[src/rtl/safe_pkg.sv]
// rtl/safe_pkg.sv - state encodings and default parameters for the safe lockout controller
package safe_pkg;

  typedef enum logic [2:0] {
    S_OPEN    = 3'b000,
    S_SETPW   = 3'b001,
    S_ARMED   = 3'b010,
    S_TRY     = 3'b011,
    S_EVAL    = 3'b100,
    S_UNLOCK  = 3'b101,
    S_LOCKOUT = 3'b110
  } state_t;

  localparam int CODE_W_DEF         = 4;
  localparam int MAX_FAILS_DEF      = 3;
  localparam int LOCKOUT_CYCLES_DEF = 50_000_000;

endpackage

[src/rtl/lockout_timer.sv]
// rtl/lockout_timer.sv - loadable down-counter; done is high whenever the count is zero
module lockout_timer #(
  parameter int CYCLES = 8
) (
  input  logic clk,
  input  logic rst,
  input  logic load,
  input  logic dec,
  output logic done
);

  localparam int TW = $clog2(CYCLES + 1);

  logic [TW-1:0] count_q, count_d;

  // Loading CYCLES-1 makes the zero cycle the last of CYCLES counted cycles.
  always_comb begin
    count_d = count_q;
    if (load) begin
      count_d = TW'(CYCLES - 1);
    end else if (dec && (count_q != '0)) begin
      count_d = count_q - 1'b1;
    end
  end

  always_ff @(posedge clk) begin
    if (rst) begin
      count_q <= '0;
    end else begin
      count_q <= count_d;
    end
  end

  assign done = (count_q == '0);

endmodule

[src/rtl/safe_lockout_ctrl.sv]
// rtl/safe_lockout_ctrl.sv - safe unlock sequencer with password/attempt registers and failed-attempt lockout
module safe_lockout_ctrl
  import safe_pkg::*;
#(
  parameter int CODE_W         = CODE_W_DEF,
  parameter int MAX_FAILS      = MAX_FAILS_DEF,
  parameter int LOCKOUT_CYCLES = LOCKOUT_CYCLES_DEF
) (
  input  logic                           clk,
  input  logic                           RESET,
  input  logic                           ENTER,
  input  logic [CODE_W-1:0]              CODE,
  output logic                           LOCKED,
  output logic                           ALARM,
  output logic [$clog2(MAX_FAILS+1)-1:0] fail_count,
  output logic [2:0]                     present_state_bits
);

  localparam int FW = $clog2(MAX_FAILS + 1);

  state_t            state_q, state_d;
  logic [CODE_W-1:0] pw_q, pw_d;
  logic [CODE_W-1:0] at_q, at_d;
  logic [FW-1:0]     fail_q, fail_d;
  logic              tmr_load;
  logic              tmr_done;

  always_comb begin
    state_d  = state_q;
    pw_d     = pw_q;
    at_d     = at_q;
    fail_d   = fail_q;
    tmr_load = 1'b0;
    case (state_q)
      S_OPEN:   if (ENTER) state_d = S_SETPW;
      S_SETPW: begin
        pw_d = CODE;
        if (!ENTER) state_d = S_ARMED;
      end
      S_ARMED:  if (ENTER) state_d = S_TRY;
      S_TRY: begin
        at_d = CODE;
        if (!ENTER) state_d = S_EVAL;
      end
      S_EVAL: begin
        if (at_q == pw_q) begin
          state_d = S_UNLOCK;
          fail_d  = '0;
        end else if ((int'(fail_q) + 1) < MAX_FAILS) begin
          state_d = S_ARMED;
          fail_d  = fail_q + 1'b1;
        end else begin
          state_d  = S_LOCKOUT;
          fail_d   = FW'(MAX_FAILS);
          tmr_load = 1'b1;
        end
      end
      S_UNLOCK: if (ENTER) state_d = S_SETPW;
      S_LOCKOUT: begin
        // The password survives lockout; only the failure history is cleared.
        if (tmr_done) begin
          state_d = S_ARMED;
          fail_d  = '0;
        end
      end
      default:  state_d = S_OPEN;
    endcase
  end

  always_ff @(posedge clk) begin
    if (RESET) begin
      state_q <= S_OPEN;
      pw_q    <= '0;
      at_q    <= '0;
      fail_q  <= '0;
    end else begin
      state_q <= state_d;
      pw_q    <= pw_d;
      at_q    <= at_d;
      fail_q  <= fail_d;
    end
  end

  lockout_timer #(
    .CYCLES(LOCKOUT_CYCLES)
  ) u_timer (
    .clk  (clk),
    .rst  (RESET),
    .load (tmr_load),
    .dec  (state_q == S_LOCKOUT),
    .done (tmr_done)
  );

  assign LOCKED             = (state_q == S_ARMED) || (state_q == S_TRY) ||
                              (state_q == S_EVAL)  || (state_q == S_LOCKOUT);
  assign ALARM              = (state_q == S_LOCKOUT);
  assign fail_count         = fail_q;
  assign present_state_bits = state_q;

endmodule

[config.mk]
export PLATFORM = sky130hd
export DESIGN_NAME = safe_lockout_ctrl
export DESIGN_NICKNAME = d
export VERILOG_FILES = /design/src/rtl/safe_pkg.sv /design/src/rtl/lockout_timer.sv /design/src/rtl/safe_lockout_ctrl.sv
export SDC_FILE = /design/constraint.sdc
export NUM_CORES = 1
export LEC_CHECK = 0
export BUFFER_PORTS_ARGS = -buffer_cell sky130_fd_sc_hd__buf_2
export CELL_PAD_IN_SITES_DETAIL_PLACEMENT = 0
export CELL_PAD_IN_SITES_GLOBAL_PLACEMENT = 1
export CORE_ASPECT_RATIO = 1.2
export CORE_MARGIN = 4
export CORE_UTILIZATION = 40
export DETAILED_ROUTE_END_ITERATION = 10
export HOLD_SLACK_MARGIN = 0.15
export PLACE_DENSITY = 0.77
export SYNTH_ARGS = -nofsm -noshare
export SYNTH_HDL_FRONTEND = slang
export SYNTH_HIERARCHICAL = 1
export SYNTH_SLANG_ARGS = --single-unit
export TNS_END_PERCENT = 5
[constraint.sdc]
create_clock -name clk -period 2.3 [get_ports clk]
set_clock_uncertainty 0.05 [all_clocks]
set_input_delay 0.115 -clock clk [delete_from_list [all_inputs] [get_ports clk]]
set_output_delay 0.115 -clock clk [all_outputs]
set_load 0.01 [all_outputs]
=== Yosys cells after proc, flatten, opt, wreduce, memory -nomap -nowiden ===
Index checks and enable logic that the tools add are counted.

* ROM bits: 0
* Memories: 0
* Flip-flop bits (word level): 39
* Bits in latches: 0
* RAM bits: 0

* Reductions and logical operators: 13
* Mux-type cells: 17
* Multiply operators: 0
* Bitwise operators: 0
* Div/mod/pow operators: 0
* Shifts and indexed selects: 0
* Magnitude comparators: 1
* Eq/ne operators: 12
* $add $sub $neg: 3

{| class="wikitable"
|+ Operators with widths
! operator !! count
|-
| $mux W26 || 2
|-
| $logic_not A26 Y1 || 1
|-
| $reduce_bool A26 Y1 || 1
|-
| $sub A26 B1 Y26 const B || 1
|-
| $mux W3 || 7
|-
| $pmux W3 S6 || 1
|-
| $eq A3 B3 Y1 const B || 3
|-
| $ne A2 B2 Y1 const B || 4
|-
| $eq A3 B2 Y1 const B || 2
|-
| $mux W2 || 3
|-
| $reduce_and A5 Y1 || 1
|-
| $eq A4 B4 Y1 || 1
|-
| $pmux W2 S2 || 1
|-
| $reduce_bool A2 Y1 || 2
|-
| $reduce_or A2 Y1 || 2
|-
| $add A2 B1 Y3 const B || 1
|-
| $eq A3 B1 Y1 const B || 1
|-
| $logic_not A3 Y1 || 1
|-
| $logic_or A1 B1 Y1 || 3
|-
| $lt A3 B2 Y1 const B || 1
|-
| $mux W1 || 3
|-
| $add A2 B1 Y2 const B || 1
|-
| $ne A2 B1 Y1 const B || 1
|-
| $reduce_and A2 Y1 || 1
|-
| $logic_and A1 B1 Y1 || 1
|}

=== Longest topological paths before layout ===
Gate-level depths: netlist of run 1.

* Depth in word-level cells: 6
* Gate-level depth with buffers: 8
* Mapped depth without buffers: 8

=== Cells and area by module ===
The synthesis of run 1 kept the hierarchy.

{| class="wikitable"
|+ Modules (own cells, without submodules)
! module !! cells an instance !! area each (sq um) !! instances !! seq. area each (sq um)
|-
| lockout_timer || 149 || 1440.1 || 1 || 520.5
|-
| safe_lockout_ctrl || 72 || 629.4 || 1 || 260.2
|}

=== Worst setup path after synthesis of run 1 ===
OpenSTA, ideal clock, no wires.

* Path kind: reg2reg
* Start point: register state_q[0] (netlist: present_state_bits[0])
* End point: register u_timer.count_q[9]
* Library setup time: 70 ps
* Path slack: 145 ps
* Data required time: 2180 ps
* Cell stages (with the launch flop): 8
* Data arrival time: 2035 ps
* Cell sequence: dfxtp_1 -> nand2b_1 -> nor2_1 -> and3_4 -> o41ai_4 -> buf_6 -> or3_2 -> a21oi_1

* Elaborated cells on any way between the ends: 5
* Classes of those cells: eq/ne: 2; mux: 1; reduce/logical: 2

{| class="wikitable"
|+ RTL lines
! element !! RTL line !! RTL
|-
| start: declaration || safe_lockout_ctrl.sv:21 || <nowiki>state_t state_q, state_d;</nowiki>
|-
| start signal: assignment || safe_lockout_ctrl.sv:77 || <nowiki>state_q <= state_d;</nowiki>
|-
| $eq A3 B3 Y1 || n/a ||
|-
| named net ALARM || safe_lockout_ctrl.sv:14 || <nowiki>output logic ALARM,</nowiki>
|-
| $logic_and A1 B1 Y1 || lockout_timer.sv:21 || <nowiki>end else if (dec && (count_q != '0)) begin</nowiki>
|-
| end signal: assignment || lockout_timer.sv:30 || <nowiki>count_q <= count_d;</nowiki>
|-
| end: declaration || lockout_timer.sv:14 || <nowiki>logic [TW-1:0] count_q, count_d;</nowiki>
|}

The timed path passes the listed nets, and every way through them passes these cells.
A chain may end at the register's enable or synchronous reset.

=== Worst setup path in the final report of run 1 ===
* Start point: register u_timer.count_q[4]
* End point: register u_timer.count_q[15]

* Cells in the longest elaborated chain, start to end: 3
* Elaborated cells on any way between the ends: 6
* Classes of those cells: add/sub: 1; mux: 2; reduce/logical: 3

{| class="wikitable"
|+ Ends and longest elaborated chain
! element !! RTL line
|-
| $sub A26 B1 Y26 / $reduce_bool A26 Y1 (equally long branches) || lockout_timer.sv:22, lockout_timer.sv:21
|-
| $mux W26 / $logic_and A1 B1 Y1 (equally long branches) || lockout_timer.sv:21
|-
| $mux W26 / $reduce_bool A2 Y1 (equally long branches) || n/a
|}

Parallel ways exist; a longest one is shown, timed or not. The select of a mux whose other input is x is not followed.

==> results.sh, run 1 <==
export IMPL_status="finished clean"
export IMPL_crit_type="flip-flop to flip-flop"
export IMPL_vias_per_cell=5.53
export IMPL_clk_pin_slew_ns=0.08
export IMPL_nFillCells=482
export IMPL_die_h_um=86.8
export IMPL_pin_count=14
export IMPL_worst_slew_pin_transition_ns=0.598
export IMPL_wl_per_cell_um=13.9
export IMPL_grt_max_degree=32
export IMPL_synthCells=221
export IMPL_hp_class="input pin to flip-flop"
export IMPL_p_per_area_nw_per_um2=511
export IMPL_rsz0062_at_grt="yes"
export IMPL_wirelength_um=4360
export IMPL_place_hpwl_um=3070
export IMPL_ys_seq_area_share_pct=37.7
export IMPL_ant_nets=0
export IMPL_nets=260
export IMPL_netlist_area_um2=2070
export IMPL_synth_seq_cells=39
export IMPL_final_period_utilization_pct=91.0
export IMPL_cts_tree="built"
export IMPL_synth_flop_cell="dfxtp_1"
export IMPL_die_w_um=73.7
export IMPL_initial_core_util_pct=41.6
export IMPL_post_route_drc_count=0
export IMPL_gp_congestion=0.761
export IMPL_cp_start_kind="flip-flop"
export IMPL_drt_iter0_markers=80
export IMPL_post_cts_buffers=0
export IMPL_core_um2=4970
export IMPL_yosys_warnings=6
export IMPL_timing_slew_headroom_pct=60.1
export IMPL_ys_async_sr_fraction_pct=0
export IMPL_syn_nets=229
export IMPL_worstSetupEndpointType="flip-flop"
export IMPL_grt_pass1_vias=1777
export IMPL_final_min_clock_period_ns=2.09
export IMPL_timing_final_hold_violations=0
export IMPL_clockRootBuffer="clkbuf_8"
export IMPL_cts_sinks=39
export IMPL_postSynthAreaPerCell_um2=9.36
export IMPL_synth_distinct_cells=58
export IMPL_worstPathRequired_ns=2.46
export IMPL_grt_pass1_wl_um=7910
export IMPL_hold_end="pw_q[2]$_SDFFE_PP0N_"
export IMPL_setup_viol=0
export IMPL_vias=1732
export IMPL_slew_viol_final=0
export IMPL_fin_util_pct=48.4
export IMPL_syn2layout_area_growth_pct=16.4
export IMPL_synth_edf_count=0
export IMPL_grt_use_total_pct=15.6
export IMPL_dieArea_um2=6390
export IMPL_num_rows=28
export IMPL_rrSetupSlack_ns=0.21
export IMPL_path_max_fanout=14
export IMPL_holdCritStartpoint="RESET"
export IMPL_worstSkewPairLatency_ns=0.29
export IMPL_drv_cap=0
export IMPL_port_buffer_count=13
export IMPL_min_path_cells=2
export IMPL_arrival_ns=2.26
export IMPL_drive_above_1_share_pct=23.3
export IMPL_drt_pass1_iterations=4
export IMPL_ir_drop_mv=0.402
export IMPL_worst_r2r_endpoint="u_timer/count_q[15]$_SDFFE_PP0P_"
export IMPL_crit_reg2reg_launch="u_timer/count_q[4]$_SDFFE_PP0P_"
export IMPL_cts_buffers=5
export IMPL_clock_path_buffers=2
export IMPL_fmax_mhz=478
export IMPL_leakage_uw=0.000951
export IMPL_antenna_found_initial=0
export IMPL_rr_worst_depth=6
export IMPL_grt_overflow=0
export IMPL_cts_htree_levels=2
export IMPL_finalPower_uw=1230
export IMPL_antenna_cells=0
[state kept, by name, summed over array words and instances (netlist names)]
register and cells:
present_state_bits 3, at_q 4, fail_count 2, u_timer/count_q 26, pw_q 4
[logic make-up (layout without fill, tap and decap cells)]
kind of cell    after synthesis  after routing  synth area share [%]
compound gates               57             57                  19.0
fa+ha+maj                     1              1                 0.604
mux                           8              8                  3.87
simple gates                 85             85                  27.9
flops                        39             39                  37.7
xor+xnor                     18             18                  7.62
buf+inv                      13             45                  3.26
[area by class of cell]
type                       instances  area (um^2)  share of cell area [%]
tap                               60         75.1                    3.12
sequential                        39          781                    32.4
timing repair buffer              32          220                    9.14
clock buffer                       5         68.8                    2.86
multi-input combinational        169         1220                    50.7
clock inverter                     3         25.0                    1.04
inverter                           5         18.8                   0.779
[metrics by stage]
stage | instances | area (um^2) | hold slack (ns) | setup WS [ns] | TNS [ns]
after floorplan | 221 | 2070 | 0.144 | 0.145 | 0
after global placement | 300 | 2270 | 0.309 | 0.252 | 0
after detailed placement | 300 | 2270 | 0.321 | 0.205 | 0
after CTS | 313 | 2410 | 0.251 | 0.193 | 0
after global routing | 313 | 2410 | 0.296 | -0.0361 | -0.0361
final | 313 | 2410 | 0.254 | 0.207 | 0
[cell usage after synthesis (4+ instances only)]
cell type  instances  share of area [%]
nor3_1             4               0.97
dfxtp_1           39                 38
or4_1              4                1.5
o31ai_1            5                1.8
or3_1              6                1.8
xor2_1             4                1.7
nor2_1            25                4.5
mux2i_1            8                3.9
o21ai_0            7                1.7
nand2_1            7                1.3
or3_2              4                1.5
a31oi_1           10                3.0
a21oi_1           14                3.4
xnor2_1           14                5.9
nand2b_1           4                1.2
clkbuf_1           4               0.73
[cells in the final DEF, fill, tap and decap left out, types with 6 or more instances in the layout]
cell,n
nor2_1,25
buf_2,13
nand2_1,7
or3_1,6
o21ai_0,7
a31oi_1,10
a21oi_1,14
dfxtp_1,39
xnor2_1,14
mux2i_1,8
buf_4,14
[repair_timing]
action                                 in CTS  in global routing
endpoints found under the hold margin      10                  0
gates resized for setup                     0                  0
hold buffers                                5                  0
setup endpoints to repair                   0                  1
[worst max-delay path by stage]
stage                                  startpoint                                to  slack [ns]  cells past startpoint
3_5_place_dp     u_timer/count_q[15]$_SDFFE_PP0P_  u_timer/count_q[15]$_SDFFE_PP0P_        0.20                      6
2_1_floorplan  present_state_bits[0]$_SDFFE_PP0P_   u_timer/count_q[9]$_SDFFE_PP0P_        0.14                      7
3_3_place_gp      u_timer/count_q[4]$_SDFFE_PP0P_  u_timer/count_q[21]$_SDFFE_PP0P_        0.25                      6
5_1_grt           u_timer/count_q[0]$_SDFFE_PP0P_   u_timer/count_q[1]$_SDFFE_PP0P_       -0.04                      8
6_report          u_timer/count_q[4]$_SDFFE_PP0P_  u_timer/count_q[15]$_SDFFE_PP0P_        0.21                      6
4_1_cts          u_timer/count_q[15]$_SDFFE_PP0P_  u_timer/count_q[17]$_SDFFE_PP0P_        0.19                      6
[metal layers]
| layer | part of all wire [%] | up-vias | track usage, % |
|---|---|---|---|
| li1 | - | 895 | - |
| met3 | 2.5 | 2 | 3.36 |
| met4 | 0.76 | 0 | 4.45 |
| met2 | 51 | 18 | 27.7 |
| met5 | 0 | - | 0 |
| met1 | 45 | 817 | 18.5 |
[worst max-delay path, cell delays in order (launching register included)]
cell and delay (ns):
dfxtp_1 0.38, nor4_4 0.44, and3_4 0.30, o41ai_4 0.08, buf_4 0.19, or3_2 0.41, a31oi_1 0.18
[where the power goes]
group / switching [uW] / internal, uW / leakage [uW]
Sequential: 4.30 / 682 / 0.000315
Clock: 255 / 217 / 0.0000443
Combinational: 41.8 / 32.7 / 0.000592
Total: 301 / 931 / 0.000951
No activity file was read; power rests on OpenSTA's default activity.
==> run 2: changes to the inputs <==
--- a/config.mk
+++ b/config.mk
@@ -15,3 +15,3 @@
 export HOLD_SLACK_MARGIN = 0.15
-export PLACE_DENSITY = 0.77
+export PLACE_DENSITY_LB_ADDON = 0.08
 export SYNTH_ARGS = -nofsm -noshare
==> constraint.sdc (replaced) <==
create_clock -name clk -period 2.3 [get_ports clk]
set_clock_uncertainty 0.05 [all_clocks]
set_input_delay 0.23 -clock clk [delete_from_list [all_inputs] [get_ports clk]]
set_output_delay 0.23 -clock clk [all_outputs]
set_load 0.01 [all_outputs]
==> results.sh, run 2 (synthesis gave the netlist of run 1 again) <==
export IMPL_status="finished clean"
export IMPL_drt_iter0_markers=52
export IMPL_fin_util_pct=48.2
export IMPL_cts_tree="built"
export IMPL_crit_reg2reg_launch="u_timer/count_q[20]$_SDFFE_PP0P_"
export IMPL_setup_tns_ns=0
export IMPL_nFillCells=495
export IMPL_drive_above_1_share_pct=23.4
export IMPL_setup_viol=0
export IMPL_timing_slew_headroom_pct=68.5
export IMPL_cts_htree_levels=2
export IMPL_gp_congestion=0.760
export IMPL_whs_ns=0.245
export IMPL_vias=1779
export IMPL_die_h_um=86.8
export IMPL_grt_max_degree=19
export IMPL_die_w_um=73.7
export IMPL_post_route_drc_count=0
export IMPL_ant_nets=0
export IMPL_cp_buffers_inverters=0
export IMPL_core_um2=4970
export IMPL_arrival_ns=2.24
export IMPL_fmax_mhz=477
export IMPL_largest_register_ffs=26
export IMPL_crit_type="flip-flop to flip-flop"
export IMPL_cp_top_family="simple AND/OR/NAND/NOR gates"
export IMPL_p_per_area_nw_per_um2=509
export IMPL_timing_final_hold_violations=0
export IMPL_final_cell_mix="dfxtp_1, nor2_1, xnor2_1, a21oi_1, buf_4"
export IMPL_grt_overflow=0
export IMPL_final_period_utilization_pct=91.2
export IMPL_hp_class="input pin to flip-flop"
export IMPL_grt_pass1_vias=1822
export IMPL_wl_per_cell_um=14.8
export IMPL_clockRootBuffer="clkbuf_8"
export IMPL_drt_pass1_iterations=4
export IMPL_ir_drop_mv=0.402
export IMPL_cp_slowest_cell="or4_4"
export IMPL_cpPeakStageDelay_ns=0.59
export IMPL_drv_cap=0
export IMPL_nets=259
export IMPL_final_min_clock_period_ns=2.10
export IMPL_syn2layout_area_growth_pct=15.8
export IMPL_wirelength_um=4620
export IMPL_worstSkewPairLatency_ns=0.29
export IMPL_cts_buffers=5
export IMPL_grt_pass1_wl_um=8200
export IMPL_path_max_fanout=10
export IMPL_cts_sinks=39
export IMPL_cp_start_kind="flip-flop"
export IMPL_leakage_uw=0.000942
export IMPL_crit_path_start="u_timer/count_q[20]$_SDFFE_PP0P_"
export IMPL_finalPower_uw=1220
export IMPL_regMostFlops="u_timer/count_q"
export IMPL_antenna_found_initial=0
export IMPL_initial_core_util_pct=41.6
export IMPL_layout_commonest_cell="dfxtp_1"
export IMPL_pin_count=14
export IMPL_vias_per_cell=5.70
export IMPL_grt_use_total_pct=16.1
export IMPL_worstPathRequired_ns=2.45
export IMPL_path_cells="or4_4 > nand4b_4 > o21ai_2 > nor3b_1 > a311oi_1"
export IMPL_worst_slew_pin_transition_ns=0.468
export IMPL_slew_viol_final=0
export IMPL_rsz0062_at_grt="no"
export IMPL_port_buffer_count=13
export IMPL_reg_largest_list="u_timer/count_q: 26 flops, at_q: 4 flops, pw_q: 4 flops"
export IMPL_clk_pin_slew_ns=0.08
export IMPL_clock_path_buffers=2
export IMPL_holdCritStartpoint="ENTER"
export IMPL_antenna_cells=0
export IMPL_num_rows=28
export IMPL_worstSetupEndpointType="flip-flop"
export IMPL_post_cts_buffers=0
export IMPL_place_hpwl_um=3460
export IMPL_dieArea_um2=6390
-- run 2: timing repair --
action | in CTS | in global routing
setup endpoints to repair | 0 | 2
gates resized for setup | 0 | 2
endpoints found under the hold margin | 7 | 0
hold buffers | 4 | 0
-- run 2: worst paths after layout --
| path | slack, ns | endpoint | cells after the start |
|---|---|---|---|
| hold reg to reg | 0.47 | at_q[0]$_SDFFE_PP0P_ | 2 |
| setup reg to reg | 0.20 | u_timer/count_q[1]$_SDFFE_PP0P_ | 5 |
| setup / recovery | 0.20 | u_timer/count_q[1]$_SDFFE_PP0P_ | 5 |
| hold / removal | 0.24 | present_state_bits[1]$_SDFFE_PP0P_ | 4 |
-- run 2: final cells by class --
type / instances / area, um^2 / area share, %
Sequential cell: 39 / 781 / 32.6
Multi-Input combinational cell: 169 / 1220 / 51.0
Tap cell: 60 / 75.1 / 3.13
Timing Repair Buffer: 31 / 210 / 8.77
Inverter: 5 / 18.8 / 0.783
Clock inverter: 3 / 20.0 / 0.835
Clock buffer: 5 / 68.8 / 2.87
-- run 2: routing by layer --
layer / global-route usage, % / up-vias / part of all wire [%] / wire, um
li1: - / 884 / - / -
met1: 19.3 / 863 / 46 / 2130
met2: 27.7 / 28 / 51 / 2340
met3: 3.71 / 4 / 2.7 / 123
met4: 5.60 / 0 / 0.76 / 35
met5: 0 / - / 0 / 0
-- run 2: worst register-to-register path: cells and delay by family, from the launching register on --
family,cells,cell delay (ns)
simple gates,3,0.94
flops,1,0.37
compound gates,2,0.66
-- run 2: per-stage QoR --
step | cells | setup slack (ns) | cell area (um^2)
after floorplan | 221 | 0.145 | 2070
after global placement | 300 | 0.249 | 2270
after detailed placement | 300 | 0.227 | 2270
after CTS | 312 | 0.210 | 2390
after global routing | 312 | 0.0372 | 2400
final | 312 | 0.202 | 2400
-- run 2: power by group --
part,total (uW),internal [uW],leakage (uW),switching (uW)
sequential,686,682,0.000315,4.39
combinational,75.2,32.7,0.000587,42.5
clock,458,211,0.0000402,247
total,1220,925,0.000942,294
==> run 3: changes to the inputs <==
clock period = 2.2 ns   (was 2.3 ns; I/O delays follow)
==> results.sh, run 3 (synthesis gave the netlist of run 1 again) <==
export IMPL_min_path_cells=4
export IMPL_whs_ns=0.238
export IMPL_layout_commonest_cell="dfxtp_1"
export IMPL_regMostFlops="u_timer/count_q"
export IMPL_drt_iter0_markers=53
export IMPL_setup_viol=0
export IMPL_pin_count=14
export IMPL_ant_nets=0
export IMPL_cts_tree="built"
export IMPL_worst_slew_pin_transition_ns=0.404
export IMPL_clock_path_buffers=2
export IMPL_grt_pass1_wl_um=8440
export IMPL_drv_cap=0
export IMPL_vias=1837
export IMPL_antenna_found_initial=0
export IMPL_placed_area_um2=2340
export IMPL_wl_per_cell_um=15.7
export IMPL_final_cell_mix="dfxtp_1, nor2_1, buf_4"
export IMPL_holdCritStartpoint="ENTER"
export IMPL_reg_largest_list="u_timer/count_q: 26 flops, at_q: 4 flops, pw_q: 4 flops"
export IMPL_grt_use_total_pct=16.9
export IMPL_rr_worst_depth=8
export IMPL_grt_pass1_vias=1869
export IMPL_core_um2=4970
export IMPL_status="finished clean"
export IMPL_nFillCells=475
export IMPL_vias_per_cell=5.70
export IMPL_final_area_um2=2520
export IMPL_num_rows=28
export IMPL_grt_overflow=0
export IMPL_ir_drop_mv=0.239
export IMPL_crit_reg2reg_launch="u_timer/count_q[8]$_SDFFE_PP0P_"
export IMPL_rsz0062_at_grt="yes"
export IMPL_final_seq_area_um2=781
export IMPL_gp_congestion=0.808
export IMPL_leakage_uw=0.00102
export IMPL_final_period_utilization_pct=93.7
export IMPL_worstSkewPairLatency_ns=0.29
export IMPL_rrSetupSlack_ns=0.14
export IMPL_dieArea_um2=6390
export IMPL_crit_type="flip-flop to flip-flop"
export IMPL_grt_max_degree=19
export IMPL_clk_pin_slew_ns=0.08
export IMPL_hold_end="present_state_bits[1]$_SDFFE_PP0P_"
export IMPL_place_hpwl_um=3640
export IMPL_nets=269
export IMPL_initial_core_util_pct=41.6
export IMPL_arrival_ns=2.20
export IMPL_drt_pass1_iterations=4
export IMPL_cts_htree_levels=2
export IMPL_clockRootBuffer="clkbuf_8"
export IMPL_antenna_cells=0
export IMPL_p_per_area_nw_per_um2=562
export IMPL_largest_register_ffs=26
export IMPL_cp_start_kind="flip-flop"
export IMPL_fin_util_pct=50.8
export IMPL_timing_slew_headroom_pct=73.0
export IMPL_slew_viol_final=0
export IMPL_cts_buffers=5
export IMPL_die_h_um=86.8
export IMPL_worst_r2r_endpoint="u_timer/count_q[1]$_SDFFE_PP0P_"
export IMPL_fmax_mhz=485
export IMPL_post_cts_buffers=0
export IMPL_wirelength_um=5040
export IMPL_syn2layout_area_growth_pct=22.0
export IMPL_worstPathRequired_ns=2.34
export IMPL_worstSetupEndpointType="flip-flop"
export IMPL_post_route_drc_count=0
export IMPL_path_max_fanout=10
export IMPL_cts_sinks=39
export IMPL_final_min_clock_period_ns=2.06
export IMPL_multi_input_area_um2=1250
export IMPL_timing_final_hold_violations=0
export IMPL_hp_class="input pin to flip-flop"
export IMPL_port_buffer_count=13
export IMPL_die_w_um=73.7
export IMPL_drive_above_1_share_pct=27.9
-- run 3: layer usage --
metal | vias to the layer above | share of wire (%) | GRT usage, %
met5 | - | 0 | 0
met4 | 0 | 1.4 | 5.60
met3 | 6 | 2.5 | 3.71
met2 | 27 | 53 | 31.2
met1 | 894 | 43 | 18.6
li1 | 910 | - | -
-- run 3: critical path, stage by stage, from the launching register on --
cell      delay, ns
dfxtp_1        0.32
buf_4          0.16
nor4_4         0.38
nand3_2        0.17
buf_4          0.20
o21ai_2        0.15
buf_4          0.19
nor3b_1        0.07
a311oi_1       0.28
-- run 3: report_power, final --
part	leakage [uW]	switching (uW)	internal, uW	total [uW]
combinational	0.000646	45.6	34.3	79.9
sequential	0.000315	4.76	713	717
clock	0.0000612	254	367	621
total	0.00102	305	1110	1420
-- run 3: worst max path at each step --
stage / start / end / slack, ns / cells past startpoint
after floorplan: present_state_bits[0]$_SDFFE_PP0P_ / u_timer/count_q[9]$_SDFFE_PP0P_ / 0.04 / 7
after global placement: u_timer/count_q[20]$_SDFFE_PP0P_ / u_timer/count_q[7]$_SDFFE_PP0P_ / 0.15 / 5
after detailed placement: u_timer/count_q[0]$_SDFFE_PP0P_ / u_timer/count_q[1]$_SDFFE_PP0P_ / 0.08 / 8
after CTS: u_timer/count_q[0]$_SDFFE_PP0P_ / u_timer/count_q[1]$_SDFFE_PP0P_ / 0.07 / 8
after global routing: u_timer/count_q[0]$_SDFFE_PP0P_ / u_timer/count_q[10]$_SDFFE_PP0P_ / -0.03 / 9
final: u_timer/count_q[8]$_SDFFE_PP0P_ / u_timer/count_q[1]$_SDFFE_PP0P_ / 0.14 / 8
-- run 3: layout make-up --
| cell class | instances | area share, % |
|---|---|---|
| Clock buffer | 6 | 3.27 |
| Sequential cell | 39 | 30.9 |
| Timing Repair Buffer | 41 | 11.3 |
| Multi-Input combinational cell | 169 | 49.4 |
| Tap cell | 60 | 2.97 |
| Inverter | 5 | 0.743 |
| Clock inverter | 2 | 1.39 |
-- run 3: per-stage QoR --
step	total power, uW	std cells	worst slack (ns)	setup TNS (ns)
6_report	1420	322	0.139	0
5_1_grt	1470	322	-0.0304	-0.0483
4_1_cts	1440	322	0.0697	0
3_5_place_dp	808	310	0.0837	0
3_3_place_gp	806	310	0.148	0
2_1_floorplan	782	221	0.0448	0
-- run 3: what timing repair did --
action,CTS,global route
hold endpoints to repair,7,0
hold buffers,4,0
resized for setup,0,6
endpoints found under the setup margin,0,7
